===== config.mk =====
export PLATFORM = sky130hd
export DESIGN_NAME = phys_reg_wb_arbiter
export DESIGN_NICKNAME = d
export VERILOG_FILES = /design/src/rtl/phys_reg_wb_arbiter_pkg.sv /design/src/rtl/phys_reg_wb_arbiter_wb_fifo.sv /design/src/rtl/phys_reg_wb_arbiter.sv
export SDC_FILE = /design/constraint.sdc
export NUM_CORES = 1
export LEC_CHECK = 0
export CAP_MARGIN = 20
export CORE_MARGIN = 2
export CORE_UTILIZATION = 50
export CTS_CLUSTER_DIAMETER = 200
export DETAILED_ROUTE_END_ITERATION = 16
export HOLD_SLACK_MARGIN = 0.08
export PLACE_DENSITY = 0.72
export SYNTH_ARGS = -nofsm -noshare
export SYNTH_HDL_FRONTEND = slang
export SYNTH_HIERARCHICAL = 1
export SYNTH_SLANG_ARGS = --single-unit

===== constraint.sdc =====
create_clock -name clk -period 11.6 [get_ports clk]
set_clock_uncertainty 0.05 [all_clocks]
set_input_delay 2.9 -clock clk [delete_from_list [all_inputs] [get_ports clk]]
set_output_delay 2.9 -clock clk [all_outputs]
set_load 0.03 [all_outputs]

===== src/rtl/phys_reg_wb_arbiter_pkg.sv =====
// phys_reg_wb_arbiter_pkg: shared writeback widths and result entry type
package phys_reg_wb_arbiter_pkg;
  localparam int TAG_W = 6;
  localparam int DATA_W = 32;
  typedef struct packed {
    logic [TAG_W-1:0] tag;
    logic [DATA_W-1:0] data;
  } wb_entry_t;
endpackage


===== src/rtl/phys_reg_wb_arbiter_wb_fifo.sv =====
// wb_fifo: DEPTH-entry result queue with two ordered push ports and one pop port
module wb_fifo
  import phys_reg_wb_arbiter_pkg::*;
#(
  parameter int DEPTH = 4
) (
  input  logic                     clk,
  input  logic                     clear,
  input  logic                     push0,
  input  wb_entry_t                d0,
  input  logic                     push1,
  input  wb_entry_t                d1,
  input  logic                     pop,
  output wb_entry_t                head,
  output logic                     empty,
  output logic [$clog2(DEPTH):0]   count
);
  localparam int PW = $clog2(DEPTH);
  localparam int CW = PW + 1;
  wb_entry_t mem [DEPTH];
  logic [PW-1:0] wp, rp;
  assign head = mem[rp];
  assign empty = count == '0;
  // push1 is only ever asserted together with push0, so it lands one slot behind
  always_ff @(posedge clk) begin
    if (clear) begin
      wp <= '0;
      rp <= '0;
      count <= '0;
    end else begin
      if (push0) mem[wp] <= d0;
      if (push1) mem[wp + PW'(1)] <= d1;
      wp <= wp + PW'(push0) + PW'(push1);
      rp <= rp + PW'(pop);
      count <= count + CW'(push0) + CW'(push1) - CW'(pop);
    end
  end
endmodule


===== src/rtl/phys_reg_wb_arbiter.sv =====
// phys_reg_wb_arbiter: queues ALU/MEM results and drains one per unstalled cycle to the regfile
// Optional same-cycle bypass on an empty queue when WB_BYPASS_EN is defined.
module phys_reg_wb_arbiter
  import phys_reg_wb_arbiter_pkg::*;
#(
  parameter int DEPTH = 4
) (
  input  logic                   clk,
  input  logic                   reset,
  input  logic                   stall,
  input  logic                   flush,
  input  logic                   mem_valid,
  input  logic [TAG_W-1:0]       mem_tag,
  input  logic [DATA_W-1:0]      mem_data,
  output logic                   mem_ready,
  input  logic                   alu_valid,
  input  logic [TAG_W-1:0]       alu_tag,
  input  logic [DATA_W-1:0]      alu_data,
  output logic                   alu_ready,
  output logic [TAG_W-1:0]       reg_to_update,
  output logic [DATA_W-1:0]      new_value,
  output logic                   update,
  output logic [$clog2(DEPTH):0] count
);
  localparam int CW = $clog2(DEPTH) + 1;
  wb_entry_t mem_e, alu_e, head, d0, out_e;
  logic [CW-1:0] free;
  logic empty, mem_acc, alu_acc, byp, show, pop, push0, push1;
  assign mem_e = '{tag: mem_tag, data: mem_data};
  assign alu_e = '{tag: alu_tag, data: alu_data};
  // free space is the start-of-cycle value; a same-cycle pop earns no credit
  assign free = CW'(DEPTH) - count;
  assign mem_ready = !reset && !flush && free != '0;
  assign alu_ready = !reset && !flush && free >= (mem_valid ? CW'(2) : CW'(1));
  assign mem_acc = mem_valid && mem_ready;
  assign alu_acc = alu_valid && alu_ready;
`ifdef WB_BYPASS_EN
  assign byp = empty && !stall && !flush && (mem_acc || alu_acc);
`else
  assign byp = 1'b0;
`endif
  // a bypassed MEM result leaves the ALU result as the only one to queue
  assign push0 = byp ? mem_acc && alu_acc : mem_acc || alu_acc;
  assign push1 = !byp && mem_acc && alu_acc;
  assign d0 = (mem_acc && !byp) ? mem_e : alu_e;
  assign show = !reset && !flush && !empty;
  assign pop = show && !stall;
  assign update = byp || pop;
  assign out_e = byp ? (mem_acc ? mem_e : alu_e) : (show ? head : '0);
  assign reg_to_update = out_e.tag;
  assign new_value = out_e.data;
  wb_fifo #(.DEPTH(DEPTH)) u_fifo (
    .clk(clk),
    .clear(reset || flush),
    .push0(push0),
    .d0(d0),
    .push1(push1),
    .d1(alu_e),
    .pop(pop),
    .head(head),
    .empty(empty),
    .count(count)
  );
endmodule

# Yosys cells after proc, flatten, opt, wreduce, memory -nomap -nowiden
# Memory sizes are Yosys's and may differ from the RTL's. A register that Yosys moved wholly into a read port is not among the register bits.
# Index checks and enable logic that the tools add are counted.
# W data, S select, Z words.
[word_totals]
register_bits = 7
mem_bits_rw = 152
input_bits = 82
elab_cells = 39
n_memories = 1
[op_classes]
add_sub_neg = 8
magnitude_cmp = 1
mux = 10
reduce_logical = 16
[mem_list]
columns = ["name", "words", "width", "read_ports", "rd_clocked_by_memory_dff", "wr", "line_no", "source"]
rows = [
  ["u_fifo.mem", 4, 38, 1, 1, 2, "phys_reg_wb_arbiter_wb_fifo.sv:20", "wb_entry_t mem [DEPTH];"],
]
[ops]
columns = ["operator", "count"]
rows = [
  ["$mux W38", 2],
  ["$logic_and A1 B1 Y1", 8],
  ["$add A2 B1 Y2", 3],
  ["$add A3 B1 Y3", 2],
  ["$mux W1", 6],
  ["$logic_not A1 Y1", 4],
  ["$mux W2", 2],
  ["$ge A3 B2 Y1", 1],
  ["$logic_not A3 Y1", 1],
  ["$reduce_bool A3 Y1", 1],
  ["$sub A3 B1 Y3", 1],
  ["$sub A3 B3 Y3 const A", 1],
  ["$add A2 B1 Y2 const B", 1],
  ["$logic_or A1 B1 Y1", 2],
]

# Longest topological paths before layout
[logic_depth]
ltp_word = 8
depth_mapped = 14
mapped_depth_nobuf = 13

# Modules after synthesis
# The synthesis kept the hierarchy.
[by_module_without_submodules]
columns = ["module", "n_inst", "cells_each", "area_per_inst_um2", "seq_area_each_um2"]
rows = [
  ["wb_fifo", 1, 409, 7941.4, 4704.5],
  ["phys_reg_wb_arbiter", 1, 103, 1003.5, 0.0],
]

# Worst setup path after synthesis
# No wires, ideal clock.
[synth_path]
kind = "input to register"
from = "in flush"
to = "mem u_fifo/mem[3][0] in the netlist's numbering, enable pin"
setup_time_ns = 0.489
arrival_ns = 7.325
path_slack_ns = 3.737
stages = 6
path_cell_list = "nor3_4 > nand2_2 > buf_6 > nor3_1 > mux2i_1 > nor3b_1"
[synth_rtl]
columns = ["item", "line_no", "source"]
rows = [
  ["from (decl)", "phys_reg_wb_arbiter.sv:11", "input logic flush,"],
  ["to (decl)", "phys_reg_wb_arbiter_wb_fifo.sv:20", ""],
]

# Worst setup path in the final report
[layout_path]
from = "in flush"
to = "out new_value[7]"
[layout_via]
elab_chain_len = 4
[layout_lines]
columns = ["item", "line_no", "source"]
rows = [
  ["$logic_not A1 Y1", "phys_reg_wb_arbiter.sv:46", "assign show = !reset && !flush && !empty;"],
  ["$logic_and A1 B1 Y1 (2 in series)", "phys_reg_wb_arbiter.sv:46", ""],
  ["$mux W38", "phys_reg_wb_arbiter.sv:49", "assign out_e = byp ? (mem_acc ? mem_e : alu_e) : (show ? head : '0);"],
  ["to (decl)", "phys_reg_wb_arbiter.sv:21", "output logic [DATA_W-1:0] new_value,"],
]
# No other way between the ends.

==> qor.log <==
qor: placement.port-buffer-count 125
qor: critical_path.cp_max_fo 38
qor: cts.post_cts.resized_instances 0
qor: cells_and_area.layout.filler_cells 1248
qor: cts.insertion_delay 0.42 ns
qor: pwr.power.leakage 0.00375 µW
qor: placement.dpl_cell_area 10300 µm²
qor: synthesis.synthDistinctLibCells 36
qor: timing.maxClockFrequency 119 MHz
qor: synthesis.post_synth_main_area_contributors sky130_fd_sc_hd__edfxtp_1, sky130_fd_sc_hd__mux2_4, sky130_fd_sc_hd__mux2_2, sky130_fd_sc_hd__mux4_2, sky130_fd_sc_hd__and2_1
qor: grt.grt_pass1_wl 29100 µm
qor: synthesis.syn-instance-count 512
qor: synthesis.synth_seq_area_share 0.526
qor: drt.drc 0
qor: timing.tightestPinTransition 0.908 ns
qor: cells_and_area.synthToLayoutAreaGrowth 22.0%
qor: synthesis.synthesis.area 8940 µm²
qor: critical_path.worst_setup_path_end_kind output pin
qor: grt.track_usage 0.211
qor: cts.clk_pin_slew_worst_paths 0.06 ns
qor: floorplan.floorplan.die_area 19000 µm²
qor: floorplan.rows 48
qor: synthesis.postSynth.asyncResetShare 0
qor: floorplan.die_height 138 µm
qor: drt.first_iter_violations 261
qor: min_path.hold_crit_class flop to flop
qor: critical_path.criticalPathCategory primary input to output pin
qor: cells_and_area.final_util 0.626
qor: drt.drt.antenna.violating_nets 0
qor: timing.final.period_utilization 0.725
qor: grt.grt_max_degree 41
qor: synthesis.yosys_most_used_dff sky130_fd_sc_hd__edfxtp_1
qor: timing.max-slew-margin-rel 0.395
qor: drt.detailedRoute.firstPassIterationCount 4
qor: cts.post_cts.repair.setup_buffers 0
qor: synthesis.synth_seq_cells 159
qor: cts.cts_num_sinks 159
qor: critical_path.cp_data_required_time 8.65 ns
qor: critical_path.worst-endpoint-arrival 5.46 ns
qor: timing.timing.final.hold_violations 0
qor: cells_and_area.mostFrequentLayoutCells sky130_fd_sc_hd__edfxtp_1, sky130_fd_sc_hd__clkdlybuf4s50_1, sky130_fd_sc_hd__mux2_2, sky130_fd_sc_hd__mux2_4
qor: grt.vias_in_the_first_global_route 5272
qor: cells_and_area.layout_commonest_cell sky130_fd_sc_hd__edfxtp_1
qor: synthesis.syn_nets 603
qor: drt.via_count 4910
qor: pwr.design_power_total 1340 µW
qor: timing.period_minus_slack 8.41 ns
qor: synthesis.synth_largest_type_area_fraction 0.510
qor: synthesis.synth_top_area_cell sky130_fd_sc_hd__edfxtp_1
qor: placement.placer_congestion 0.743
qor: drt.routed_wire_length_per_instance 21.9 µm
qor: placement.pre_cts_ws 3.15 ns
qor: cells_and_area.cell_area_after_layout 10900 µm²
qor: cts.holdBufCountCts 0
qor: cts.cts-root-to-sink-buffers 2
qor: timing.grt_setup_unrepaired false
qor: grt.grt.overflow.total 0
qor: timing.post-route-worst-setup-slack 3.19 ns
qor: timing.finalSetupViolCount 0
qor: placement.dp.final_hpwl 10600 µm
qor: grt.number_of_antenna_violations_at_the_first_check_in_global_routing 0
qor: cells_and_area.antennaDiodeCount 0
qor: floorplan.ioPinCount 126
qor: floorplan.placeableCoreArea 17400 µm²
qor: run_status.outcome complete, no violations
qor: floorplan.floorplan.die.width 138 µm
qor: cts.h-tree-depth 4
qor: cells_and_area.fin_nets 720
qor: pwr.max-vdd-ir-drop 0.000102 V
qor: synthesis.avgSynthCellArea 17.5 µm²
qor: cts.root_buffer sky130_fd_sc_hd__clkbuf_16
qor: floorplan.initial_core_util 0.514
qor: run.maxCapViolCount 0
qor: synthesis.yosysWarningCount 6
qor: critical_path.critical_path.startpoint_type primary input
qor: timing.final.setup.tns 0 ns
qor: timing.finalMaxSlewViolations 0
qor: cells_and_area.register_area 4710 µm²
qor: cells_and_area.final_layout_size_suffix_gt1_frac 0.402
qor: drt.routed_wirelength 19000 µm
qor: cts.cts_buffers 17
qor: drt.avgViaCountPerCell 5.67
qor: cts.cts_tree done
qor: cells_and_area.multi_input_area 3980 µm²
qor: pwr.power_density 123 nW/µm²
qor: synthesis.synth_edf_count 152
## final cells by class
class                   instances  area share
well taps                     225      0.0258
clock inverters                14      0.0159
multi-input cells             310       0.365
clock buffers                  17      0.0390
repair buffers                133       0.120
inverters                       8     0.00275
flip-flops and latches        159       0.432
## through the flow
stage | instances | hold slack [ns]
2_1_floorplan | 512 | 0.515
3_3_place_gp | 834 | 0.643
3_5_place_dp | 834 | 0.656
4_1_cts | 865 | 0.675
5_1_grt | 866 | 0.714
6_report | 866 | 0.673
## cell families (layout without fill, tap and decap cells)
family,count (synthesis),in the layout,synth area share
buf+inv,43,172,0.0348
compound gates,4,4,0.00252
fa+ha+maj,9,9,0.0151
flops,159,159,0.526
mux,229,229,0.369
xor+xnor,3,3,0.00462
simple gates,65,65,0.0483
## worst paths after layout
kind,start,to,slack (ns),cells after the start
worst max-delay path,flush,new_value[7],3.19,6
worst min-delay path,u_fifo/wp[1],u_fifo/wp[1],0.67,2
worst max register to register,u_fifo/count[0],u_fifo/mem[3][36],7.25,9
worst min register to register,u_fifo/wp[1],u_fifo/wp[1],0.67,2
## where the power goes
part	total [µW]	switching, µW	internal, µW
Clock	568	213	354
Combinational	134	51.5	82.4
Sequential	639	2.34	637
Total	1340	267	1070
## worst max-delay path, cell delays in order
cell and delay (ns):
sky130_fd_sc_hd__clkdlybuf4s50_1 0.46, sky130_fd_sc_hd__nor2_1 0.18, sky130_fd_sc_hd__inv_2 0.20, sky130_fd_sc_hd__nor2_4 0.72, sky130_fd_sc_hd__and2_1 0.30, sky130_fd_sc_hd__clkdlybuf4s50_1 0.69
## routing by layer
layer | global-route usage | share of wire | vias up | routed length, µm
li1 | - | - | 2241 | -
met1 | 0.273 | 0.44 | 2486 | 8400
met2 | 0.360 | 0.49 | 154 | 9390
met3 | 0.0453 | 0.047 | 29 | 894
met4 | 0.0607 | 0.016 | 0 | 310
met5 | 0 | 0 | - | 0
## flip-flops by register name (all words and copies together), names as in the netlist
name	flops
u_fifo/count	3
u_fifo/rp	2
u_fifo/mem	152
u_fifo/wp	2
## cells in the mapped netlist (2+ instances only)
| master | count |
|---|---|
| sky130_fd_sc_hd__clkbuf_2 | 2 |
| sky130_fd_sc_hd__nor3_1 | 4 |
| sky130_fd_sc_hd__a21oi_1 | 2 |
| sky130_fd_sc_hd__buf_6 | 16 |
| sky130_fd_sc_hd__and2_1 | 38 |
| sky130_fd_sc_hd__edfxtp_1 | 152 |
| sky130_fd_sc_hd__buf_2 | 10 |
| sky130_fd_sc_hd__and4bb_1 | 2 |
| sky130_fd_sc_hd__dfxtp_1 | 7 |
| sky130_fd_sc_hd__nor2b_1 | 4 |
| sky130_fd_sc_hd__mux2_4 | 78 |
| sky130_fd_sc_hd__nor2_1 | 6 |
| sky130_fd_sc_hd__xnor2_1 | 2 |
| sky130_fd_sc_hd__inv_1 | 7 |
| sky130_fd_sc_hd__mux4_2 | 38 |
| sky130_fd_sc_hd__clkbuf_1 | 3 |
| sky130_fd_sc_hd__ha_1 | 6 |
| sky130_fd_sc_hd__mux2_2 | 92 |
| sky130_fd_sc_hd__fa_1 | 3 |
| sky130_fd_sc_hd__nand3b_1 | 2 |
| sky130_fd_sc_hd__buf_4 | 4 |
| sky130_fd_sc_hd__mux2_1 | 20 |
Note: power is estimated with default switching activity, not from simulation.
